[config.mk]
export PLATFORM = sky130hd
export DESIGN_NAME = ej32_fetch
export DESIGN_NICKNAME = d
export VERILOG_FILES = /design/src/rtl/ej32_fetch.sv
export SDC_FILE = /design/constraint.sdc
export NUM_CORES = 1
export LEC_CHECK = 0
export BUFFER_PORTS_ARGS = -buffer_cell sky130_fd_sc_hd__buf_2
export CORE_MARGIN = 5
export CORE_UTILIZATION = 45
export DETAILED_ROUTE_END_ITERATION = 10
export PLACE_DENSITY = 0.81
export SYNTH_ARGS = -nofsm -noshare
export SYNTH_HDL_FRONTEND = slang
export SYNTH_SLANG_ARGS = --single-unit
export TNS_END_PERCENT = 30
[constraint.sdc]
create_clock -name clk -period 2 [get_ports clk]
set_clock_uncertainty 0.2 [all_clocks]
set_input_delay 0.2 -clock clk [delete_from_list [all_inputs] [get_ports clk]]
set_output_delay 0.2 -clock clk [all_outputs]
set_load 0.01 [all_outputs]
[src/rtl/ej32_fetch.sv]
// Instruction fetch/sequencer: owns p, latches opcode into code, runs the phase counter.
// Latency: p/code/phase registered (1 cycle); ex_en and fetch decoded combinationally from state and stall.
// Backpressure: stall freezes p/code/phase and drops ex_en; a stalled LOAD detours through WAIT to re-read.
module ej32_fetch #(
    parameter int          ASZ = 17,
    parameter logic [7:0]  NOP = 8'h00
) (
    input  logic           clk,
    input  logic           rst,
    input  logic [7:0]     ram_d,
    input  logic           br_psel,
    input  logic [ASZ-1:0] br_p,
    input  logic           opnd,
    input  logic           last,
    input  logic           stall,
    output logic [ASZ-1:0] p,
    output logic [7:0]     code,
    output logic [2:0]     phase,
    output logic           ex_en,
    output logic           fetch
);

    typedef enum logic [1:0] {
        BOOT = 2'd0,
        LOAD = 2'd1,
        EXEC = 2'd2,
        WAIT = 2'd3
    } state_t;

    localparam logic [ASZ-1:0] P_ONE = {{(ASZ-1){1'b0}}, 1'b1};

    state_t         state, state_nxt;
    logic [ASZ-1:0] p_nxt;
    logic [ASZ-1:0] p_inc;
    logic [7:0]     code_nxt;
    logic [2:0]     phase_nxt;
    logic [2:0]     phase_inc;

    assign p_inc     = p + P_ONE;
    assign phase_inc = (phase == 3'd7) ? phase : phase + 3'd1;

    always_comb begin
        state_nxt = state;
        p_nxt     = p;
        code_nxt  = code;
        phase_nxt = phase;
        ex_en     = 1'b0;
        fetch     = 1'b0;
        if (stall) begin
            // The opcode byte seen during a stalled LOAD is untrustworthy; re-read it via WAIT.
            if (state == LOAD)
                state_nxt = WAIT;
        end else begin
            unique case (state)
                BOOT: state_nxt = LOAD;
                LOAD: begin
                    fetch     = 1'b1;
                    code_nxt  = ram_d;
                    phase_nxt = 3'd0;
                    p_nxt     = p_inc;
                    state_nxt = EXEC;
                end
                EXEC: begin
                    ex_en = 1'b1;
                    if (br_psel) begin
                        // Target byte needs a full read cycle before LOAD can latch it.
                        p_nxt     = br_p;
                        state_nxt = WAIT;
                    end else if (last) begin
                        if (opnd) begin
                            p_nxt     = p_inc;
                            state_nxt = WAIT;
                        end else begin
                            state_nxt = LOAD;
                        end
                    end else begin
                        phase_nxt = phase_inc;
                        if (opnd)
                            p_nxt = p_inc;
                    end
                end
                WAIT: state_nxt = LOAD;
                default: state_nxt = BOOT;
            endcase
        end
    end

    always_ff @(posedge clk) begin
        if (rst) begin
            state <= BOOT;
            p     <= '0;
            code  <= NOP;
            phase <= 3'd0;
        end else begin
            state <= state_nxt;
            p     <= p_nxt;
            code  <= code_nxt;
            phase <= phase_nxt;
        end
    end

endmodule

## Word-level counts from Yosys, hierarchy flattened

Cells that the tools add are included.

| storage, ports and cells | value |
|---|---|
| register bits | 30 |
| bits in latches | 0 |
| memory bits (writable) | 0 |
| ROM bits | 0 |
| word-level logic and storage cells | 41 |
| memories | 0 |

| operators by class | value |
|---|---|
| add/subtract/negate cells | 2 |
| multipliers | 0 |
| div/mod/pow operators | 0 |
| order comparisons | 0 |
| equality and inequality tests | 10 |
| shift-type cells | 0 |
| mux-type cells | 17 |
| bitwise operators | 1 |
| reductions and logical operators | 7 |

Operators with widths:

| operator | number |
|---|---|
| two-way mux 17 bit | 2 |
| case mux 17 bit (2 select lines) | 1 |
| adder 17 x 1 -> 17 bit, second input constant | 1 |
| two-way mux 2 bit | 5 |
| two-way mux 3 bit | 3 |
| inequality test 2 bit, second input constant | 3 |
| case mux 2 bit (3 select lines) | 1 |
| case mux 3 bit (2 select lines) | 1 |
| AND reduction 5 bit | 1 |
| equality test 2 bit, second input constant | 2 |
| two-way mux 1 bit | 4 |
| inequality test 4 bit, second input constant | 1 |
| AND reduction 2 bit | 2 |
| adder 3 x 1 -> 3 bit, second input constant | 1 |
| equality test 3 bit, second input constant | 1 |
| inequality test 3 bit, second input constant | 1 |
| AND reduction 3 bit | 1 |
| equality test 2 x 1 -> 1 bit, second input constant | 1 |
| logical NOT 2 bit | 1 |
| inequality test 2 x 1 -> 1 bit, second input constant | 1 |
| nonzero test 2 bit | 1 |
| OR reduction 2 bit | 1 |
| inverter 1 bit | 1 |

## Longest topological paths before layout

Gate-level depths: netlist of the first run.

| depth | value |
|---|---|
| depth in word-level cells | 5 |
| mapped depth | 9 |
| depth with buffers taken out | 6 |

## Worst setup path after synthesis of the first run

OpenSTA, ideal clock, no wires.

| timing path | value |
|---|---|
| path type | register to register |
| from | reg p[0] |
| to | reg p[16] |
| library setup time | 0.074 ns |
| arrival | 1.873 ns |
| required time | 1.726 ns |
| path slack | -0.147 ns |
| cell stages (with the launch flop) | 6 |
| cells stage by stage | dfxtp_1 -> ha_1 -> nand3_1 -> or4_1 -> or4_1 -> a31oi_1 |

| between the ends | value |
|---|---|
| longest elaborated chain between the ends | 4 |

RTL lines:

| item | line | source |
|---|---|---|
| from (decl) | 16 | `output logic [ASZ-1:0] p,` |
| from (signal assigned) | 96 | `p <= p_nxt;` |
| adder 17 x 1 -> 17 bit (*) | 39 | `assign p_inc = p + P_ONE;` |
| two-way mux 17 bit | 70, 78 |  |
| two-way mux 17 bit | 65 | `if (br_psel) begin` |
| case mux 17 bit (2 select lines) (*) | 54 | `unique case (state)` |

Mark *: on every way between the ends. The rest lies on a longest branch, timed or not. The select of a mux whose other input is x is not followed.
A chain may end at the register's enable or synchronous reset.

## Final worst setup path of the first run

| timing path | value |
|---|---|
| from | reg p[14] |
| to | reg p[16] |

The elaborated chain is that of the path after synthesis.

==> flow_metrics.env, run 1 <==
export IMPL_status="finished clean"
export IMPL_syn_area_um2=1722
export IMPL_grt_first_pass_wirelength_um=9170
export IMPL_antennaDiodeCount=0
export IMPL_met3_wirelength_um=552
export IMPL_postCtsSetupBuffers=0
export IMPL_grt_use_total_pct=22.10
export IMPL_viasPerCell=5.880
export IMPL_port_buffers=60
export IMPL_hp_start="br_p[15]"
export IMPL_tns_ns=0
export IMPL_root_buffer="clkbuf_8"
export IMPL_cts_tree="done"
export IMPL_start_kind="register"
export IMPL_crit_arrival_ns=1.96
export IMPL_cpMaxStageDelayCell="or4_4"
export IMPL_hold_worst_slack_ns=0.01639
export IMPL_synthCells=222
export IMPL_drv_slew=0
export IMPL_wire_per_inst_um=15.57
export IMPL_yosysTopAreaCellShare_pct=34.88
export IMPL_leakage_nw=1.088
export IMPL_worstPathMaxFanout=5
export IMPL_gr_total_overflow=0
export IMPL_die_h_um=71.86
export IMPL_worst_path_buf_inv=0
export IMPL_final_min_clock_period_ns=1.955
export IMPL_worstPathRequired_ns=2.01
export IMPL_power_mw=1.537
export IMPL_hpwl_um=4010
export IMPL_coreArea_um2=3689
export IMPL_sequentialPowerShare_pct=42.9
export IMPL_path_clk_slew_ns=0.06
export IMPL_final_nets=346
export IMPL_path_class="reg2reg"
export IMPL_grt_pass1_vias=1977
export IMPL_critPathLaunch="p[14]"
export IMPL_dr_pass1_iters=5
export IMPL_clock_latency_ns=0.28
export IMPL_post_synth_num_cell_types=41
export IMPL_p_sw_share_pct=29.96
export IMPL_worstReg2RegStart="p[14]"
export IMPL_yosysTopAreaCell="dfxtp_1"
export IMPL_cp_top_family="simple AND/OR/NAND/NOR gates"
export IMPL_worst_pin_slew_ns=0.4217
export IMPL_p_sw_mw=0.4605
export IMPL_cts_sinks=30
export IMPL_combPwrFrac_pct=24.4
export IMPL_antenna_found_initial=0
export IMPL_finalWorstSetupSlack_ns=0.04454
export IMPL_area_growth_synth_to_final_pct=43.17
export IMPL_drv_cap=0
export IMPL_avgSynthCellArea_um2=7.755
export IMPL_wl_um=5575
export IMPL_critPathMaxStageDelay_ns=0.51
export IMPL_ys_seq_area_share_pct=34.88
export IMPL_boundaryPins=61
export IMPL_synth_edff_count=0
export IMPL_power_frac_clock_pct=32.7
export IMPL_setup_violations=0
export IMPL_rsz0062_at_grt="true"
export IMPL_dr_first_iter_drc_count=147
export IMPL_hold_path_class="in2reg"
export IMPL_cts_buffers=5
export IMPL_synth_area_top_cells="dfxtp_1 35%, a21oi_1 7.6%, nand2_1 7.2%"
export IMPL_hold_viol=0
export IMPL_layout_drive_gt1_share_pct=38.06
export IMPL_die_area_um2=5163
export IMPL_peakVddDrop_uv=439.8
export IMPL_drc=0
export IMPL_cellInternalPower_mw=1.077
export IMPL_max_freq_ghz=0.5114
export IMPL_syn_nets=259
export IMPL_globalplace_congestion=0.8700
export IMPL_cp_end_kind="register"
export IMPL_pre_cts_ws_ns=0.01381
export IMPL_max_slew_margin_pct=71.16
export IMPL_start_util_pct=46.68
export IMPL_ys_flop_type="dfxtp_1"
export IMPL_post_route_period_util_pct=97.77
export IMPL_vias=2105
export IMPL_ys_ff_latch=30
export IMPL_wl_met1_um=2259
export IMPL_grt_max_degree=17
export IMPL_yosysWarnings=0
export IMPL_rows=22
export IMPL_h_tree_depth=2
export IMPL_crit_chain="nand4_1 -> or4_4 -> or4_1 -> a31oi_1"
export IMPL_power_density_nw_per_um2=623.6
export IMPL_ant_nets=0
export IMPL_synthArstFlopShare_pct=0
export IMPL_cts_path_max_buffers=2
export IMPL_routed_top_layer="met4"
export IMPL_routed_wl_met2_um=2677
export IMPL_die_x_um=71.86
-- cells in the mapped netlist, drive strengths merged (2+ instances only) --
cell	instances
nor2b	2
nor3b	3
nand4	8
and4	5
nor4b	2
and2	4
inv	4
a21oi	26
ha	6
nand2	33
o21ai	12
buf	3
or4	5
a211oi	3
nor4	2
a32oi	2
nor2	10
a311oi	3
a41o	2
a21o	2
and3	5
clkbuf	13
a31oi	6
mux2i	3
nand3	12
dfxtp	30
nand2b	4
nor3	2
o31ai	4
-- path summary, 6_finish.rpt --
check                               end  slack [ns]  depth (start not counted)
worst max-delay path              p[16]        0.04                          4
worst min-delay path              p[15]        0.02                          3
worst max register to register    p[16]        0.04                          4
worst min register to register  code[7]        0.25                          2
-- power by group through the flow --
stage	logic [mW]	clock network, mW	registers, mW
3_5_place_dp	0.342	0	0.670
2_1_floorplan	0.171	0	0.688
6_report	0.375	0.503	0.660
5_1_grt	0.410	0.545	0.664
4_1_cts	0.357	0.519	0.657
3_3_place_gp	0.336	0	0.667
-- flip-flops by register name, indices dropped and copies added (netlist names) --
register  cells
p            17
phase         3
state         2
code          8
-- metrics by stage --
step           cell area [um^2]  instances  utilization (%)
6_report                   2465        358            66.83
5_1_grt                    2465        358            66.83
4_1_cts                    2421        358            65.64
3_5_place_dp               2240        341            60.72
3_3_place_gp               2240        341            60.72
2_1_floorplan              1739        222                -
-- layout make-up --
cell class,count,area (um^2)
Inverter,5,22.52
Clock inverter,1,5.005
Sequential cell,30,616.8
Tap cell,48,60.06
Fill cell,327,1224
Clock buffer,7,86.33
Multi-Input combinational cell,171,1077
Timing Repair Buffer,96,596.8
-- worst reg2reg max path: stages, from the launching register on --
cell	delay, ns
dfxtp_1	0.43
nand4_1	0.17
or4_4	0.51
or4_1	0.41
a31oi_1	0.17
-- cells by family (layout without fill, tap and decap cells) --
group                    Yosys count  count (layout)  share of synthesized area (%)
flip-flops                        30              30                          34.88
multiplexers                       3               3                          1.744
AND/OR/NAND/NOR                   98              98                          31.32
buffers and inverters             21             109                          4.723
AO/OA/AOI/OAI                     64              64                          22.97
adder cells (fa/ha/maj)            6               6                          4.360
-- metal layers --
layer  global-route usage [%]  vias to the layer above
li1                         -                      997
met1                    26.48                      971
met2                    37.35                      120
met3                    6.452                       17
met4                    7.933                        0
met5                        0                        -
-- cell usage in the layout (no fill, tap or decap), drive strengths merged --
cell type / count
nor4: 2
mux2i: 3
a21o: 2
a311oi: 3
dfxtp: 30
nor4b: 2
nor3b: 3
nor2b: 2
ha: 6
inv: 4
o31ai: 4
dlygate4sd3: 9
clkinvlp: 1
nand4: 8
or3: 1
a2111oi: 1
nor2: 10
a41o: 2
and4: 5
o21ai: 12
o41ai: 1
clkinv: 1
a32oi: 2
nand2: 33
and2: 4
nor3: 2
or4: 5
a32o: 1
a21oi: 26
clkbuf: 7
nand2b: 4
a31oi: 6
nand3: 12
buf: 87
o2bb2ai: 1
a211oi: 3
and3: 5
-- timing repair --
action	CTS	global route
resized for setup	0	15
pin swaps	1	3
setup endpoints to repair	1	8
endpoints found under the hold margin	9	0
cloned	0	0
hold buffers	9	0
(Power assumes the default switching activity.)
==> inputs of run 2 (changes only) <==
--- a/config.mk
+++ b/config.mk
@@ -5,11 +5,12 @@
 export SDC_FILE = /design/constraint.sdc
 export NUM_CORES = 1
 export LEC_CHECK = 0
+export ABC_AREA = 1
 export BUFFER_PORTS_ARGS = -buffer_cell sky130_fd_sc_hd__buf_2
 export CORE_MARGIN = 5
 export CORE_UTILIZATION = 45
 export DETAILED_ROUTE_END_ITERATION = 10
-export PLACE_DENSITY = 0.81
+export PLACE_DENSITY = 0.8
 export SYNTH_ARGS = -nofsm -noshare
 export SYNTH_HDL_FRONTEND = slang
 export SYNTH_SLANG_ARGS = --single-unit
==> run 2 against run 1 <==
First-iteration DRC count is 3.4% higher. Sequential power is 0.6% higher. Synthesized area increased by 7.3%. Via count shrank 3.9%. Design area shrank 1.7%. Critical path depth rose by 4. Critical endpoint is now p[15].
==> flow_metrics.env, run 2 <==
export IMPL_post_synth_num_cell_types=32
export IMPL_syn_area_um2=1848
export IMPL_max_slew_margin_pct=75.85
export IMPL_start_kind="register"
export IMPL_peakVddDrop_uv=418.4
export IMPL_fillers=364
export IMPL_hold_path_class="in2reg"
export IMPL_final_min_clock_period_ns=1.811
export IMPL_power_density_nw_per_um2=717.0
export IMPL_dr_first_iter_drc_count=152
export IMPL_wl_um=4844
export IMPL_final_seq_area_um2=600.6
export IMPL_hold_viol=0
export IMPL_clock_latency_ns=0.28
export IMPL_cts_resized=0
export IMPL_critPathMostFrequentCell="nor2_1"
export IMPL_crit_chain="inv_1 -> ha_1 -> nand2_2 -> buf_4 -> nor2_1 -> nor2_1 -> nand2_1 -> a21oi_2"
export IMPL_leakage_nw=1.114
export IMPL_reg_largest_list="p x17, code x8, phase x3"
export IMPL_top_register="p"
export IMPL_ys_ff_latch=30
export IMPL_cts_tree="done"
export IMPL_antenna_found_initial=0
export IMPL_path_clk_slew_ns=0.07
export IMPL_boundaryPins=61
export IMPL_die_x_um=74.09
export IMPL_final_nets=389
export IMPL_drv_cap=0
export IMPL_rows=23
export IMPL_worstPathMaxFanout=16
export IMPL_post_place_cells=386
export IMPL_cp_top_family="simple AND/OR/NAND/NOR gates"
export IMPL_largest_reg_flops=17
export IMPL_h_tree_depth=2
export IMPL_cpMaxStageDelayCell="dfxtp_1"
export IMPL_hpwl_um=3582
export IMPL_vias=2023
export IMPL_cp_end_kind="register"
export IMPL_layout_common_cells="61 x nand2_1, 60 x buf_2, 50 x nor2_1, 30 x dfxtp_1, 23 x inv_1"
export IMPL_worst_pin_slew_ns=0.3618
export IMPL_start_util_pct=46.20
export IMPL_drc=0
export IMPL_synthCells=280
export IMPL_synth_area_top_cells="dfxtp_1 32%, nand2_1 12%, nor2_1 10%"
export IMPL_wire_per_inst_um=12.02
export IMPL_ys_flop_type="dfxtp_1"
export IMPL_dr_pass1_iters=5
export IMPL_setup_violations=0
export IMPL_grt_pass1_vias=1851
export IMPL_path_class="reg2reg"
export IMPL_cts_sinks=30
export IMPL_viasPerCell=5.020
export IMPL_worst_path_buf_inv=2
export IMPL_finalWorstSetupSlack_ns=0.1894
export IMPL_max_freq_ghz=0.5523
export IMPL_yosysTopAreaCellShare_pct=32.50
export IMPL_pre_cts_ws_ns=0.2382
export IMPL_ant_nets=0
export IMPL_globalplace_congestion=0.8224
export IMPL_port_buffers=60
export IMPL_cts_path_max_buffers=2
export IMPL_drv_slew=0
export IMPL_synth_common_cells="61 x nand2_1, 50 x nor2_1, 30 x dfxtp_1"
export IMPL_power_mw=1.738
export IMPL_tns_ns=0
export IMPL_syn_nets=317
export IMPL_post_route_period_util_pct=90.53
export IMPL_rsz0062_at_grt="false"
export IMPL_root_buffer="clkbuf_8"
export IMPL_critPathMaxStageDelay_ns=0.37
export IMPL_avgSynthCellArea_um2=6.600
export IMPL_layout_drive_gt1_share_pct=28.61
export IMPL_antennaDiodeCount=0
export IMPL_status="finished clean"
export IMPL_worstPathRequired_ns=2.02
export IMPL_final_cells=403
export IMPL_grt_max_degree=21
export IMPL_die_h_um=74.09
export IMPL_multi_input_area_um2=1082
export IMPL_crit_arrival_ns=1.83
export IMPL_die_area_um2=5489
export IMPL_grt_first_pass_wirelength_um=8155
export IMPL_yosysWarnings=0
export IMPL_yosysTopAreaCell="dfxtp_1"
export IMPL_cts_buffers=5
export IMPL_synth_edff_count=0
export IMPL_grt_use_total_pct=18.82
export IMPL_synthArstFlopShare_pct=0
export IMPL_ys_seq_area_share_pct=32.50
export IMPL_gr_total_overflow=0
export IMPL_area_growth_synth_to_final_pct=31.14
export IMPL_final_common_cell="nand2_1"
export IMPL_coreArea_um2=4000
export IMPL_yosysMostFrequentCell="nand2_1"
-- run 2: worst paths after layout --
check	end	depth (start not counted)	startpoint	slack (ns)
setup reg to reg	p[15]	8	state[0]	0.19
hold / removal	p[8]	5	br_p[8]	0.06
hold reg to reg	phase[1]	2	phase[1]	0.29
setup / recovery	p[15]	8	state[0]	0.19
-- run 2: cells by family (layout without fill, tap and decap cells) --
| family | after synthesis | in the layout | synth area share (%) |
|---|---|---|---|
| simple gates | 149 | 149 | 35.88 |
| compound gates | 55 | 55 | 17.67 |
| buf+inv | 38 | 111 | 8.937 |
| flops | 30 | 30 | 32.50 |
| fa+ha+maj | 6 | 6 | 4.062 |
| xor+xnor | 2 | 2 | 0.9480 |
-- run 2: layout make-up --
cell class | instances | share of cell area (%)
Sequential cell | 30 | 24.78
Multi-Input combinational cell | 212 | 44.66
Clock inverter | 2 | 2.478
Inverter | 30 | 4.750
Clock buffer | 6 | 3.407
Tap cell | 50 | 2.581
Timing Repair Buffer | 73 | 17.35
-- run 2: timing repair --
item                       in CTS  in global routing
hold buffers                    9                  0
hold endpoints to repair        9                  0
buffers inserted                0                  0
setup endpoints to repair       0                  0
-- run 2: metal layers --
| metal | GRT usage [%] | up-vias | share of wire, % |
|---|---|---|---|
| met2 | 31.10 | 68 | 47 |
| met4 | 6.841 | 0 | 2.2 |
| met3 | 4.324 | 9 | 6.5 |
| li1 | - | 1045 | - |
| met5 | 0 | - | 0 |
| met1 | 23.93 | 901 | 44 |
-- run 2: tightest hold or removal path, delay by kind of cell --
kind,cells,cell delay (ns)
compound gates,1,0.05
simple gates,3,0.15
buf+inv,1,0.10
-- run 2: where the power goes --
part | internal [mW] | total (mW) | switching, mW
sequential | 0.632 | 0.664 | 0.0320
clock | 0.531 | 0.775 | 0.244
combinational | 0.123 | 0.298 | 0.175
total | 1.29 | 1.74 | 0.451
-- run 2: through the flow --
step	util [%]	cell area (um^2)	hold WS, ns
after floorplan	-	1848	0.1349
after global placement	54.77	2191	0.2199
after detailed placement	54.77	2191	0.2286
after CTS	60.59	2424	0.05670
after global routing	60.59	2424	0.07033
final	60.59	2424	0.06435
==> inputs of run 3 (changes only) <==
--- a/config.mk
+++ b/config.mk
@@ -8,9 +8,10 @@
 export ABC_AREA = 1
 export BUFFER_PORTS_ARGS = -buffer_cell sky130_fd_sc_hd__buf_2
 export CORE_MARGIN = 5
-export CORE_UTILIZATION = 45
+export CORE_UTILIZATION = 47
+export CTS_BUF_LIST = sky130_fd_sc_hd__clkbuf_4
 export DETAILED_ROUTE_END_ITERATION = 10
-export PLACE_DENSITY = 0.8
+export PLACE_DENSITY = 0.83
 export SYNTH_ARGS = -nofsm -noshare
 export SYNTH_HDL_FRONTEND = slang
 export SYNTH_SLANG_ARGS = --single-unit
==> run 3 against run 2 <==
Clock power is 53% lower. Critical path depth stayed put. Register-to-register slack hardly changed. Core utilization is 2.2 points higher. Combinational power is 2% higher. Design area is 2.9% lower. First-iteration DRC count is 15% lower. Via count is 1.1% higher. Cell count stayed put. Fmax is 0.55% lower. Sequential share of layout area is 0.75 points higher. Total power is 23% lower.
==> flow_metrics.env, run 3 (same netlist as run 2, synthesis figures left out) <==
export IMPL_h_tree_depth=2
export IMPL_path_class="reg2reg"
export IMPL_min_path_cells=5
export IMPL_crit_arrival_ns=1.92
export IMPL_path_clk_slew_ns=0.10
export IMPL_endpoint="p[4]"
export IMPL_crit_chain="inv_1 -> ha_1 -> nand2_2 -> buf_4 -> nor2_1 -> nor2_1 -> o21ai_0 -> a21oi_1"
export IMPL_r2r_setup_slack_ns=0.18
export IMPL_antenna_found_initial=0
export IMPL_ant_nets=0
export IMPL_grt_use_met2_pct=33.47
export IMPL_start_kind="register"
export IMPL_combPwrFrac_pct=22.8
export IMPL_pre_cts_ws_ns=0.2194
export IMPL_grt_pass1_vias=1909
export IMPL_peakVddDrop_uv=347.4
export IMPL_largest_reg_flops=17
export IMPL_die_h_um=72.71
export IMPL_power_density_nw_per_um2=567.1
export IMPL_top_register="p"
export IMPL_rsz0062_at_grt="false"
export IMPL_grt_use_total_pct=20.66
export IMPL_final_min_clock_period_ns=1.821
export IMPL_multi_input_area_um2=1082
export IMPL_setup_violations=0
export IMPL_p_sw_share_pct=33.46
export IMPL_worstPathMaxFanout=18
export IMPL_power_frac_clock_pct=27.3
export IMPL_cts_tree="done"
export IMPL_hold_viol=0
export IMPL_p_sw_mw=0.4463
export IMPL_layout_drive_gt1_share_pct=28.17
export IMPL_critPathLaunch="state[0]"
export IMPL_hold_path_class="in2reg"
export IMPL_fin_util_pct=62.83
export IMPL_worstPathRequired_ns=2.10
export IMPL_reg_largest_list="p x17, code x8, phase x3"
export IMPL_die_area_um2=5286
export IMPL_final_common_cell="nand2_1"
export IMPL_antennaDiodeCount=0
export IMPL_cts_hold_fix_buffers=11
export IMPL_critPathMaxStageDelay_ns=0.38
export IMPL_start_util_pct=49.36
export IMPL_cts_resized=0
export IMPL_drv_cap=0
export IMPL_rows=22
export IMPL_grt_max_degree=21
export IMPL_finalWorstSetupSlack_ns=0.1794
export IMPL_area_growth_synth_to_final_pct=27.29
export IMPL_reg2reg_to="p[4]"
export IMPL_vias=2046
export IMPL_cts_sinks=30
export IMPL_met1_usage_pct=24.94
export IMPL_postCtsSetupBuffers=0
export IMPL_grt_busiest_layer="met2"
export IMPL_drv_slew=0
export IMPL_viasPerCell=5.077
export IMPL_grt_use_met3_pct=3.994
export IMPL_dr_pass1_iters=4
export IMPL_drc=0
export IMPL_wire_per_inst_um=12.75
export IMPL_port_buffers=60
export IMPL_cp_end_kind="register"
export IMPL_worstReg2RegStart="state[0]"
export IMPL_tns_ns=0
export IMPL_die_x_um=72.71
export IMPL_globalplace_congestion=0.8239
export IMPL_root_buffer="clkbuf_4"
export IMPL_gr_total_overflow=0
export IMPL_sequentialPowerShare_pct=49.9
export IMPL_clock_latency_ns=0.35
export IMPL_final_nets=391
export IMPL_post_route_period_util_pct=91.03
export IMPL_dr_first_iter_drc_count=129
export IMPL_ff2ff_path_depth=8
export IMPL_cellInternalPower_mw=0.8876
export IMPL_max_freq_ghz=0.5493
export IMPL_worst_pin_slew_ns=0.3439
export IMPL_cts_buffers=5
export IMPL_boundaryPins=61
export IMPL_hpwl_um=3674
export IMPL_cts_path_max_buffers=2
export IMPL_fillers=364
export IMPL_wl_um=5137
export IMPL_status="finished clean"
export IMPL_critPathMostFrequentCell="nor2_1"
export IMPL_max_slew_margin_pct=77.05
export IMPL_coreArea_um2=3744
export IMPL_layout_common_cells="61 x nand2_1, 60 x buf_2, 50 x nor2_1, 30 x dfxtp_1, 23 x inv_1"
export IMPL_final_seq_area_um2=600.6
export IMPL_cpMaxStageDelayCell="dfxtp_1"
export IMPL_leakage_nw=1.080
export IMPL_grt_first_pass_wirelength_um=8638
[run 3: cell count changes in the layout (fill, tap and decap cells not counted), sizes merged]
| cell | previous run | this run |
|---|---|---|
| dlygate4sd3 | 9 | 11 |
| bufinv | 2 | 0 |
| clkinvlp | 0 | 1 |
| clkbuf | 6 | 5 |
| clkinv | 2 | 4 |
[run 3: power groups by stage]
stage | Clock, mW | Sequential [mW] | Combinational, mW
finish | 0.365 | 0.665 | 0.304
global route | 0.403 | 0.672 | 0.340
CTS | 0.376 | 0.665 | 0.303
detailed placement | 0 | 0.679 | 0.285
global placement | 0 | 0.676 | 0.278
floorplan | 0 | 0.687 | 0.172
[run 3: final cells by class]
| type | instances | share of cell area (%) |
|---|---|---|
| Clock buffer | 5 | 1.596 |
| Clock inverter | 3 | 0.6915 |
| Inverter | 30 | 4.894 |
| Multi-Input combinational cell | 212 | 46.01 |
| Sequential cell | 30 | 25.53 |
| Tap cell | 48 | 2.553 |
| Timing Repair Buffer | 75 | 18.72 |
[run 3: per-layer routing]
| layer | vias up | wire (um) |
|---|---|---|
| met4 | 0 | 210 |
| met5 | - | 0 |
| met2 | 74 | 2451 |
| met1 | 901 | 2110 |
| met3 | 18 | 366 |
| li1 | 1053 | - |
[run 3: worst min-delay path by stage]
stage,startpoint,to
final,br_p[5],p[5]
after global routing,br_p[5],p[5]
after CTS,br_p[8],p[8]
after detailed placement,ram_d[0],code[0]
after global placement,ram_d[0],code[0]
after floorplan,ram_d[0],code[0]
[run 3: worst max-delay path, delay by kind of cell, from the launching register on]
kind,cells,cell delay (ns)
AOI/OAI and AO/OA,2,0.21
adders and majority gates,1,0.28
buffers and inverters,2,0.34
DFF,1,0.38
and+or+nand+nor,3,0.36
[run 3: through the flow]
step / hold slack [ns] / power [mW] / cell area, um^2 / std cells
5_1_grt: 0.03052 / 1.415 / 2352 / 403
4_1_cts: 0.002916 / 1.344 / 2352 / 403
3_3_place_gp: 0.2233 / 0.9534 / 2188 / 384
6_report: 0.009253 / 1.334 / 2352 / 403
2_1_floorplan: 0.1349 / 0.8594 / 1848 / 280
3_5_place_dp: 0.2341 / 0.9636 / 2188 / 384
